<file path="config.mk">
export PLATFORM = sky130hd
export DESIGN_NAME = button_move_encoder
export DESIGN_NICKNAME = d
export VERILOG_FILES = /design/src/rtl/button_move_encoder.sv
export SDC_FILE = /design/constraint.sdc
export NUM_CORES = 1
export LEC_CHECK = 0
export ABC_AREA = 1
export BUFFER_PORTS_ARGS = -buffer_cell sky130_fd_sc_hd__buf_2
export CAP_MARGIN = 40
export CORE_MARGIN = 2
export CORE_UTILIZATION = 52
export CTS_CLUSTER_SIZE = 24
export DETAILED_ROUTE_END_ITERATION = 8
export HOLD_SLACK_MARGIN = 0.05
export PLACE_DENSITY = 0.71
export SLEW_MARGIN = 40
export SYNTH_ARGS = -nofsm -noshare
export SYNTH_HDL_FRONTEND = slang
export SYNTH_SLANG_ARGS = --single-unit
export TNS_END_PERCENT = 1
</file>
<file path="constraint.sdc">
create_clock -name clk -period 2 [get_ports clk]
set_input_delay 0.6 -clock clk [delete_from_list [all_inputs] [get_ports clk]]
set_output_delay 0.6 -clock clk [all_outputs]
set_load 0.02 [all_outputs]
</file>
<file path="src/rtl/button_move_encoder.sv">
// Button front end: two-flop sync, per-button debounce and press detection; C/L/R become a held move code.
// Raw edge to move_valid is DEBOUNCE_CYCLES+3 cycles; presses arriving while a move is stalled are dropped and counted.
module button_move_encoder #(
  parameter int DEBOUNCE_CYCLES = 1000000,
  parameter int CNT_W           = $clog2(DEBOUNCE_CYCLES)
) (
  input  logic       clk,
  input  logic       reset_n,
  input  logic       btnCenter,
  input  logic       btnTop,
  input  logic       btnBottom,
  input  logic       btnLeft,
  input  logic       btnRight,
  input  logic       move_ready,
  output logic       move_valid,
  output logic [1:0] move_value,
  output logic       top_pulse,
  output logic       bottom_pulse,
  output logic [4:0] btn_level,
  output logic [7:0] drop_count
);

  localparam int NB = 5;
  localparam int IDX_C = 0;
  localparam int IDX_T = 1;
  localparam int IDX_B = 2;
  localparam int IDX_L = 3;
  localparam int IDX_R = 4;
  localparam logic [CNT_W-1:0] CNT_MAX = CNT_W'(DEBOUNCE_CYCLES - 1);

  logic [NB-1:0]    raw;
  logic [NB-1:0]    meta_q, meta_d;
  logic [NB-1:0]    sync_q, sync_d;
  logic [NB-1:0]    stable_q, stable_d;
  logic [NB-1:0]    stable_prev_q, stable_prev_d;
  logic [CNT_W-1:0] cnt_q [NB];
  logic [CNT_W-1:0] cnt_d [NB];
  logic [NB-1:0]    press;

  logic       move_valid_q, move_valid_d;
  logic [1:0] move_value_q, move_value_d;
  logic       top_pulse_q, top_pulse_d;
  logic       bottom_pulse_q, bottom_pulse_d;
  logic [7:0] drop_count_q, drop_count_d;
  logic       free;
  logic       any_move;

  assign raw = {btnRight, btnLeft, btnBottom, btnTop, btnCenter};

  // A press is the first cycle a debounced level is seen high.
  assign press = stable_q & ~stable_prev_q;

  always_comb begin
    meta_d        = raw;
    sync_d        = meta_q;
    stable_prev_d = stable_q;
    stable_d      = stable_q;
    for (int i = 0; i < NB; i++) begin
      cnt_d[i] = '0;
      if (sync_q[i] != stable_q[i]) begin
        if (cnt_q[i] == CNT_MAX) begin
          stable_d[i] = sync_q[i];
        end else begin
          cnt_d[i] = cnt_q[i] + CNT_W'(1);
        end
      end
    end
  end

  always_comb begin
    move_valid_d   = move_valid_q;
    move_value_d   = move_value_q;
    drop_count_d   = drop_count_q;
    top_pulse_d    = press[IDX_T];
    bottom_pulse_d = press[IDX_B];
    free           = !move_valid_q || move_ready;
    any_move       = press[IDX_C] || press[IDX_L] || press[IDX_R];

    if (free) begin
      if (any_move) begin
        move_valid_d = 1'b1;
        if (press[IDX_C]) begin
          move_value_d = 2'd2;
        end else if (press[IDX_L]) begin
          move_value_d = 2'd1;
        end else begin
          move_value_d = 2'd3;
        end
      end else begin
        move_valid_d = 1'b0;
        move_value_d = 2'd0;
      end
    end else if (any_move && drop_count_q != 8'hFF) begin
      drop_count_d = drop_count_q + 8'd1;
    end
  end

  always_ff @(posedge clk) begin
    if (!reset_n) begin
      meta_q         <= '0;
      sync_q         <= '0;
      stable_q       <= '0;
      stable_prev_q  <= '0;
      for (int i = 0; i < NB; i++) begin
        cnt_q[i] <= '0;
      end
      move_valid_q   <= 1'b0;
      move_value_q   <= 2'd0;
      top_pulse_q    <= 1'b0;
      bottom_pulse_q <= 1'b0;
      drop_count_q   <= 8'd0;
    end else begin
      meta_q         <= meta_d;
      sync_q         <= sync_d;
      stable_q       <= stable_d;
      stable_prev_q  <= stable_prev_d;
      for (int i = 0; i < NB; i++) begin
        cnt_q[i] <= cnt_d[i];
      end
      move_valid_q   <= move_valid_d;
      move_value_q   <= move_value_d;
      top_pulse_q    <= top_pulse_d;
      bottom_pulse_q <= bottom_pulse_d;
      drop_count_q   <= drop_count_d;
    end
  end

  assign move_valid   = move_valid_q;
  assign move_value   = move_value_q;
  assign top_pulse    = top_pulse_q;
  assign bottom_pulse = bottom_pulse_q;
  assign btn_level    = stable_q;
  assign drop_count   = drop_count_q;

endmodule

</file>
After elaboration in Yosys (flattened, before gate mapping). Memory sizes are Yosys's and may differ from the RTL's. Index checks and enable logic that the tools add are counted.

Add/subtract/negate cells: 6. Equal/unequal tests: 11. Mux-type cells: 21. Bitwise logic cells: 8. Reduce and logical (&&, ||, !) cells: 11.

Operators with widths (number): 2-to-1 mux 20 bit (15); adder 20 x 1 -> 20 bit, second input constant (5); equality test 20 bit, second input constant (5); AND reduction 2 bit (6); adder 8 x 1 -> 8 bit, second input constant (1); inequality test 8 bit, second input constant (1); 2-to-1 mux 2 bit (3); bitwise AND 5 bit (1); inequality test 1 bit (5); NOT 5 bit (1); bitwise OR 1 bit (5); logical OR 1 bit (3); 2-to-1 mux 1 bit (3); logical AND 1 bit (1); logical NOT 1 bit (1); NOT 1 bit (1).

Bits in registers: 33. RAM bits: 100. Input port bits: 8. Output and inout bits: 18. Word-level logic and storage cells: 71. Memories kept: 1.

Memories: cnt_q (depth 5, bits a word 20, read ports 5, clocked after Yosys merged registers in 0, write ports 5, RTL line 36) `logic [CNT_W-1:0] cnt_q [NB];`.

Depth between registers and ports, before layout. Gate-level depths: netlist of run 1.

Depth in word-level cells: 6. Mapped depth: 10. Mapped depth without buffers: 10.

Worst setup path before layout of run 1. No wires, ideal clock.

Path type: register to register. Start: mem cnt_q[0][60] (netlist name). End: mem cnt_q[0][69] (netlist name). Library setup time: 122 ps. Arrival time: 1353 ps. Required time: 1878 ps. Path slack: 526 ps. Stages on the path, launching flop included: 10. Buffers on the path: 1. Period minus slack after synthesis: 1474 ps. Path through: dfxtp_1 > ha_1 > nand2_2 > nor2_4 > nand2_4 > nor2_4 > nand2_1 > nand2_2 > buf_6 > a21oi_1.

RTL lines (RTL line): start, declared (36).

==> impl_metrics.tcl, run 1 <==
set metrics [dict create \
    yosysWarnings 0 \
    arrival_ns 2.10 \
    cts.htree.levels 4 \
    p_sw_uw 1200 \
    critPathBufInv 0 \
    final.setup.tns_ns 0 \
    worstPathRequired_ns 2.28 \
    dp_slack_ns 0.209 \
    clkSlewWorstSetupHoldPaths_ns 0.06 \
    p_total_uw 6020 \
    synth.distinct_cells 30 \
    firstDrtPassIters 5 \
    drt-total-wl_um 12900 \
    final_cells 1182 \
    syn_nets 978 \
    fin_crit_ns 1.81 \
    async_reset_ff_share_pct 0 \
    grt_use_total_pct 20.7 \
    fin_crit_sh_pct 90.7 \
    ys_ff_latch 133 \
    yosysTopAreaCell "dfxtp_1" \
    cts_tree "yes" \
    vias 5700 \
    cpLargestDelayFamily "simple AND/OR/NAND/NOR gates" \
    synth_edf_count 0 \
    area_growth_pct 14.1 \
    layout-drive-gt1-share_pct 8.28 \
    start_util_pct 53.5 \
    dieArea_um2 13400 \
    io_buffers 25 \
    synthTopCellsByArea "dfxtp_1 (41%), nand2_1 (15%), nor2_1 (13%)" \
    clock_sinks 133 \
    synth_flop_cell "dfxtp_1" \
    final_hold_viol_count 0 \
    dieWidth_um 116 \
    seq_power_share_pct 44.3 \
    netlist_area_um2 6480 \
    synth_compound_area_share_pct 4.89 \
    setup_viol 0 \
    cp-start-kind "register" \
    hold_path_class "reg2reg" \
    first_iter_violations 505 \
    clk_latency_ns 0.41 \
    slowest_stage "dfxtp_1" \
    cts_resized 0 \
    syn_area_per_cell_um2 6.72 \
    fill_cells 1136 \
    ctsRootBufferMaster "clkbuf_16" \
    critPathCaptureType "register" \
    peakVddDrop_uv 717 \
    p_int_uw 4830 \
    netlist.area_leader.share_pct 41.1 \
    swShare_pct 19.9 \
    placementRows 40 \
    syn_inst 964 \
    dpl.cell_count 1150 \
    clock_skew_ns 0.00760 \
    post-cts-setup-buffers 0 \
    ctsHoldBuffers 0 \
    clock.fmax_mhz 552 \
    synth_xor_area_share_pct 6.76 \
    antenna_found_initial 0 \
    maxCapViolCount 0 \
    synth-simple-area-share_pct 38.5 \
    pin_count 26 \
    dpl.hpwl_um 9170 \
    grt_pass1_wl_um 22600 \
    routedWlPerCell_um 10.9 \
    gp_congestion 0.902 \
    numCtsBuffers 17 \
    clk_path_buf_depth 2 \
    layout_setup_ws_ns 0.187 \
    status "finished, final reports clean" \
    slowest_delay_ns 0.42 \
    synth_top_family_by_area "simple AND/OR/NAND/NOR gates" \
    die_height_um 116 \
    grt_pass1_vias 5197 \
    fin_area_um2 7390 \
    antenna_cells 0 \
    p_per_area_nw_per_um2 815 \
    viasPerCell 4.82 \
    ant_nets 0 \
    power_frac_comb_pct 1.0 \
    power.leakage_uw 0.00258 \
    overflow 0 \
    synth.area.mux_share_pct 0 \
    yosysMostFrequentCell "nand2_1" \
    drv_slew 0 \
    rsz0062_at_grt "no" \
    placed_cell_area_um2 6760 \
    drc_errors 0 \
    final_nets 1015 \
    crit_type "reg2reg" \
    tightest_slew_ns 0.408 \
    slew_headroom_pct 72.7 \
    synth_common_cells "nand2_1 (259), nor2_1 (225), dfxtp_1 (133), inv_1 (104), nand3_1 (55)" \
    yosys.area_share.adder_pct 1.16 \
    crit_fanout 20 \
    coreArea_um2 12100 \
    ys_seq_area_share_pct 41.1 \
    pwr-share-clk_pct 54.6 \
    grt_start_max_net_pins 21 \
    cp_cell_sequence "ha_1, nand2_2, nor2_4, nand2_4, nor2_4, nand2_1, nand2_2, nor2_1" \
]
cells by family after synthesis:
kind of cell,Yosys count
buf+inv,117
compound gates,62
xor+xnor,50
fa+ha+maj,6
simple gates,596
flops,133
state kept, by name, indices dropped and copies added, names as in the netlist:
register	flops
move_value	2
bottom_pulse	1
drop_count	8
top_pulse	1
cnt_q	100
move_valid	1
btn_level	5
sync_q	5
meta_q	5
stable_prev_q	5
stage by stage:
stage                     util (%)  hold slack (ns)
final                         61.0            0.381
after global routing          61.0            0.396
after CTS                     61.0            0.373
after detailed placement      55.8            0.370
after global placement        55.8            0.370
after floorplan                  -            0.368
layout make-up:
| type | count | area [um2] | area share (%) |
|---|---|---|---|
| multi-input cells | 714 | 3330 | 45.0 |
| flip-flops and latches | 133 | 2660 | 36.0 |
| clock buffers | 19 | 453 | 6.13 |
| inverters | 105 | 394 | 5.33 |
| well taps | 168 | 210 | 2.84 |
| clock inverters | 13 | 180 | 2.44 |
| repair buffers | 30 | 163 | 2.20 |
routing by layer:
metal	vias to the layer above	part of all wire [%]	track usage, %
met4	0	1.3	6.43
met2	105	44	32.7
li1	3069	-	-
met5	-	0	0
met3	13	3.9	5.54
met1	2513	51	27.9
worst paths after layout:
check | start | endpoint | slack [ns] | cells past startpoint
max | cnt_q[0][60]$_SDFF_PP0_ | cnt_q[0][67]$_SDFF_PP0_ | 0.19 | 8
min | stable_prev_q[2]$_SDFF_PN0_ | bottom_pulse$_SDFF_PN0_ | 0.38 | 1
max reg2reg | cnt_q[0][60]$_SDFF_PP0_ | cnt_q[0][67]$_SDFF_PP0_ | 0.19 | 8
min reg2reg | stable_prev_q[2]$_SDFF_PN0_ | bottom_pulse$_SDFF_PN0_ | 0.38 | 1
layout by cell type (no fill, tap or decap), types with 2 or more instances in the layout:
master      Yosys  routed
a21oi_1        47      47
and2_1          5       5
buf_2           1      25
buf_4           5       5
bufinv_16       0       4
clkbuf_16       0      17
clkbuf_8        0       2
clkinv_2        0       4
clkinv_4        0       2
clkinvlp_4      0       3
dfxtp_1       133     133
ha_1            6       6
inv_1         104     104
nand2_1       259     259
nand2_2         5       5
nand3_1        55      55
nand3_2         2       2
nand3b_1        8       8
nand4_1        19      19
nor2_1        225     225
nor2_2          5       5
nor2_4          3       3
nor3_1          2       2
o21ai_0        12      12
o21bai_1        2       2
or2_0           2       2
or2_2           3       3
xnor2_1        18      18
xor2_1         32      32
power groups by stage:
stage	Sequential [uW]	Clock (uW)	Combinational (uW)
3_5_place_dp	2730	0	62.3
6_report	2670	3290	61.8
3_3_place_gp	2730	0	62.0
5_1_grt	2670	3450	69.9
4_1_cts	2670	3360	62.6
2_1_floorplan	2730	0	46.1
No activity file was read; power rests on OpenSTA's default activity.
==> run 2, diff against run 1 <==
==> constraint.sdc (replaced) <==
create_clock -name clk -period 1.86 [get_ports clk]
set_input_delay 0.558 -clock clk [delete_from_list [all_inputs] [get_ports clk]]
set_output_delay 0.558 -clock clk [all_outputs]
set_load 0.02 [all_outputs]
==> impl_metrics.tcl, run 2 (synthesized netlist as in run 1, its figures left out) <==
set metrics [dict create \
    placed_cell_area_um2 6800 \
    ctsHoldBuffers 0 \
    hp-start "btnRight" \
    drc_errors 0 \
    io_buffers 25 \
    layout_commonest_cell "nand2_1" \
    layout-drive-gt1-share_pct 8.55 \
    post-cts-setup-buffers 0 \
    numCtsBuffers 17 \
    dieWidth_um 116 \
    first_iter_violations 494 \
    cp_cell_sequence "ha_1, nand2_2, nor2_4, nand2_4, nor2_4, nand2_1, nand2_2, a21oi_1" \
    cts.htree.levels 4 \
    overflow 0 \
    grt_pass1_wl_um 22600 \
    p_total_uw 6360 \
    die_height_um 116 \
    viasPerCell 4.83 \
    area.sequential_um2 2660 \
    cts_resized 0 \
    crit_fanout 20 \
    clkSlewWorstSetupHoldPaths_ns 0.06 \
    grt_pass1_vias 5117 \
    slowest_delay_ns 0.35 \
    clock.fmax_mhz 609 \
    tightest_slew_ns 0.403 \
    pin_count 26 \
    cp-start-kind "register" \
    p_per_area_nw_per_um2 858 \
    clk_latency_ns 0.43 \
    vias 5722 \
    peakVddDrop_uv 590 \
    hold_path_class "in2reg" \
    drt-total-wl_um 13000 \
    dieArea_um2 13400 \
    final_hold_viol_count 0 \
    coreArea_um2 12100 \
    ant_nets 0 \
    arrival_ns 1.94 \
    final.setup.tns_ns 0 \
    critPathCaptureType "register" \
    r2r_start "cnt_q[0][61]$_SDFF_PP0_" \
    status "finished, final reports clean" \
    startpoint "cnt_q[0][61]$_SDFF_PP0_" \
    ctsRootBufferMaster "clkbuf_16" \
    largest-register "cnt_q" \
    worstPathRequired_ns 2.15 \
    placementRows 40 \
    grt_start_max_net_pins 29 \
    clock_sinks 133 \
    final_nets 1018 \
    multiInputGateArea_um2 3330 \
    routedWlPerCell_um 10.9 \
    fill_cells 1163 \
    mostFrequentLayoutCells "nand2_1 (259), nor2_1 (225), dfxtp_1 (133), inv_1 (104), nand3_1 (55)" \
    antenna_found_initial 0 \
    fin_crit_sh_pct 88.3 \
    drv_slew 0 \
    gp_congestion 0.889 \
    area_growth_pct 14.4 \
    rsz0062_at_grt "no" \
    setup_viol 0 \
    clock_skew_ns 0.00633 \
    hold_ws_ns 0.330 \
    largest_reg_flops 100 \
    clk_path_buf_depth 2 \
    grt_use_total_pct 21.1 \
    maxCapViolCount 0 \
    firstDrtPassIters 5 \
    fin_crit_ns 1.64 \
    slowest_stage "dfxtp_1" \
    dpl.hpwl_um 9230 \
    crit_type "reg2reg" \
    start_util_pct 53.5 \
    slew_headroom_pct 73.0 \
    fin_area_um2 7410 \
    antenna_cells 0 \
    power.leakage_uw 0.00260 \
    cts_tree "yes" \
]
==> run 2: cell type report <==
cell class                      count  share of cell area [%]
Timing Repair Buffer               33                    2.84
Clock buffer                       19                    6.11
Sequential cell                   133                    35.9
Clock inverter                     13                    2.09
Multi-Input combinational cell    714                    44.9
Tap cell                          168                    2.84
Inverter                          105                    5.32
==> run 2: through the flow <==
stage	util, %	worst slack (ns)	cells
floorplan	-	0.386	964
global placement	56.2	0.263	1153
detailed placement	56.2	0.218	1153
CTS	61.2	0.202	1185
global route	61.2	0.0227	1185
finish	61.2	0.218	1185
==> run 2: worst max-delay path, delay by kind of cell (launching register included) <==
family	cells	cell delay, ns
simple gates	6	0.90
fa+ha+maj	1	0.19
compound gates	1	0.08
flops	1	0.35
==> run 2: per-layer routing <==
layer / global-route usage, % / routed length, um / share of wire [%]
met3: 6.59 / 519 / 4.0
met4: 6.67 / 212 / 1.6
met5: 0 / 0 / 0
met1: 28.1 / 6540 / 50
met2: 32.9 / 5700 / 44
==> run 2: path summary, 6_finish.rpt <==
path | slack, ns | endpoint | cells after the start
worst min-delay path | 0.33 | meta_q[4]$_SDFF_PN0_ | 3
worst max register to register | 0.22 | cnt_q[0][71]$_SDFF_PP0_ | 8
worst min register to register | 0.38 | top_pulse$_SDFF_PN0_ | 1
worst max-delay path | 0.22 | cnt_q[0][71]$_SDFF_PP0_ | 8
==> run 2: where the power goes <==
| group | internal [uW] | leakage [uW] | switching [uW] |
|---|---|---|---|
| sequential | 2860 | 0.00107 | 7.78 |
| combinational | 23.9 | 0.00123 | 45.5 |
| clock | 2170 | 0.000295 | 1250 |
| total | 5050 | 0.00260 | 1310 |
==> run 3, diff against run 2 <==
--- a/config.mk
+++ b/config.mk
@@ -5,7 +5,6 @@
 export SDC_FILE = /design/constraint.sdc
 export NUM_CORES = 1
 export LEC_CHECK = 0
-export ABC_AREA = 1
 export BUFFER_PORTS_ARGS = -buffer_cell sky130_fd_sc_hd__buf_2
 export CAP_MARGIN = 40
 export CORE_MARGIN = 2
==> impl_metrics.tcl, run 3 <==
set metrics [dict create \
    dpl.cell_count 845 \
    fin_util_pct 63.9 \
    yosysWarnings 0 \
    clk_latency_ns 0.53 \
    grt_pass1_vias 4602 \
    grt_start_max_net_pins 21 \
    whs_endpoint "meta_q[3]$_SDFF_PN0_" \
    coreArea_um2 10800 \
    setup_viol 0 \
    yosysTopAreaCell "dfxtp_1" \
    p_sw_uw 1190 \
    fin_area_um2 6930 \
    start_util_pct 53.2 \
    maxCapViolCount 0 \
    tightest_slew_ns 0.625 \
    clock_skew_ns 0.00827 \
    worstPathRequired_ns 2.27 \
    layout_commonest_cell "dfxtp_1" \
    syn_inst 654 \
    ff2ff_setup_slack_ns 0.06 \
    placed_cell_area_um2 6360 \
    antenna_cells 0 \
    synthTopCellsByArea "dfxtp_1 (46%), xor2_1 (5.2%), nor2_1 (4.8%)" \
    drt-total-wl_um 11900 \
    arrival_ns 2.22 \
    final_cells 878 \
    synth_flop_cell "dfxtp_1" \
    crit_fanout 19 \
    power_frac_comb_pct 1.3 \
    drv_slew 0 \
    clock_sinks 133 \
    async_reset_ff_share_pct 0 \
    p_per_area_nw_per_um2 854 \
    area_growth_pct 20.2 \
    hold_path_class "in2reg" \
    synth_common_cells "dfxtp_1 (133), nor2_1 (73), a21oi_1 (42), nand3_1 (39), xor2_1 (34)" \
    grt_pass1_wl_um 19800 \
    fin_crit_sh_pct 96.9 \
    ctsHoldBuffers 0 \
    dieWidth_um 109 \
    firstDrtPassIters 4 \
    die_height_um 109 \
    syn_area_per_cell_um2 8.82 \
    crit_type "reg2reg" \
    peakVddDrop_uv 700 \
    fill_cells 902 \
    power.leakage_uw 0.00238 \
    largest-register "cnt_q" \
    yosysMostFrequentCell "dfxtp_1" \
    mostFrequentLayoutCells "dfxtp_1 (130), nor2_1 (73), buf_4 (49), a21oi_1 (42), nand3_1 (39)" \
    final_hold_viol_count 0 \
    dp_slack_ns 0.0222 \
    status "finished, final reports clean" \
    netlist.area_leader.share_pct 46.2 \
    final_nets 741 \
    routedWlPerCell_um 13.5 \
    grt_use_total_pct 21.0 \
    overflow 0 \
    synth.distinct_cells 43 \
    p_int_uw 4730 \
    r2r_start "cnt_q[0][67]$_SDFF_PP0_" \
    ys_seq_area_share_pct 46.2 \
    cts_tree "yes" \
    cts.htree.levels 4 \
    clk_path_buf_depth 2 \
    swShare_pct 20.2 \
    clkSlewWorstSetupHoldPaths_ns 0.06 \
    drc_errors 0 \
    clock.fmax_mhz 555 \
    fin_crit_ns 1.80 \
    antenna_found_initial 0 \
    viasPerCell 5.60 \
    io_buffers 25 \
    netlist_area_um2 5770 \
    pin_count 26 \
    worst_r2r_endpoint "cnt_q[0][71]$_SDFF_PP0_" \
    placementRows 38 \
    syn_nets 668 \
    synth_edf_count 0 \
    ys_ff_latch 133 \
    largest_reg_flops 100 \
    slew_headroom_pct 58.1 \
    ctsRootBufferMaster "clkbuf_8" \
    gp_congestion 0.807 \
    first_iter_violations 213 \
    reg2reg_depth 5 \
    ant_nets 0 \
    dieArea_um2 11900 \
    layout-drive-gt1-share_pct 16.4 \
    vias 4919 \
    rsz0062_at_grt "yes" \
    layout_setup_ws_ns 0.0574 \
    critPathCaptureType "register" \
    hp-start "btnLeft" \
    dpl.hpwl_um 8280 \
    cp-start-kind "register" \
    seq_power_share_pct 48.5 \
    whs_path_depth 2 \
    pwr-share-clk_pct 50.2 \
    numCtsBuffers 17 \
]
## run 3: per-stage QoR
step	power [uW]	hold slack, ns	setup TNS, ns
finish	5920	0.235	0
global placement	3000	0.375	0
CTS	5990	0.216	0
floorplan	2970	0.367	-0.186
detailed placement	3000	0.386	0
global route	6130	0.206	-0.0690
## run 3: layer usage
layer / track usage, % / routed length, um / vias up
li1: - / - / 2472
met1: 24.2 / 5400 / 2337
met2: 35.8 / 5800 / 91
met3: 6.99 / 422 / 19
met4: 8.77 / 257 / 0
met5: 0 / 0 / -
## run 3: power groups by stage
stage          combinational [uW]  sequential (uW)  clock [uW]
3_5_place_dp                 73.2             2930           0
4_1_cts                      73.7             2870        3040
6_report                     75.4             2870        2980
5_1_grt                      83.4             2870        3170
3_3_place_gp                 70.7             2930           0
2_1_floorplan                41.6             2930           0
## run 3: how the worst max path moves through the flow
stage | from | end | slack (ns) | depth (start not counted)
detailed placement | cnt_q[0][67]$_SDFF_PP0_ | cnt_q[0][71]$_SDFF_PP0_ | 0.02 | 5
CTS | cnt_q[0][16]$_SDFF_PP0_ | cnt_q[0][14]$_SDFF_PP0_ | 0.008 | 5
finish | cnt_q[0][67]$_SDFF_PP0_ | cnt_q[0][71]$_SDFF_PP0_ | 0.06 | 5
global placement | btn_level[4]$_SDFFE_PN0P_ | drop_count[1]$_SDFFE_PN0P_ | 0.04 | 5
floorplan | cnt_q[0][67]$_SDFF_PP0_ | cnt_q[0][71]$_SDFF_PP0_ | -0.02 | 5
global route | cnt_q[0][1]$_SDFF_PP0_ | cnt_q[0][8]$_SDFF_PP0_ | -0.01 | 7
## run 3: critical path, cell delays in order, from the launching register on
cell and delay [ns]:
dfxtp_1 0.30, or4_1 0.51, or4_4 0.46, o211ai_4 0.19, buf_12 0.17, nor2_1 0.06
## run 3: area by class of cell
| class | count | area (um2) | share of cell area (%) |
|---|---|---|---|
| flip-flops and latches | 133 | 2670 | 38.5 |
| clock inverters | 3 | 17.5 | 0.253 |
| inverters | 27 | 101 | 1.46 |
| clock buffers | 27 | 512 | 7.38 |
| well taps | 140 | 175 | 2.53 |
| repair buffers | 77 | 529 | 7.64 |
| multi-input cells | 471 | 2930 | 42.3 |
## run 3: timing repair
item / CTS / global route
resized for setup: 0 / 7
setup buffers: 0 / 1
endpoints found under the setup margin: 0 / 41
## run 3: cells by family (layout without fill, tap and decap cells)
kind of cell    count (synthesis)  count (layout)  share of synthesized area [%]
buf+inv                        50             134                           3.38
flops                         133             133                           46.2
simple gates                  303             303                           29.0
xor+xnor                       64              64                           9.72
compound gates                 98              98                           10.5
fa+ha+maj                       6               6                           1.30
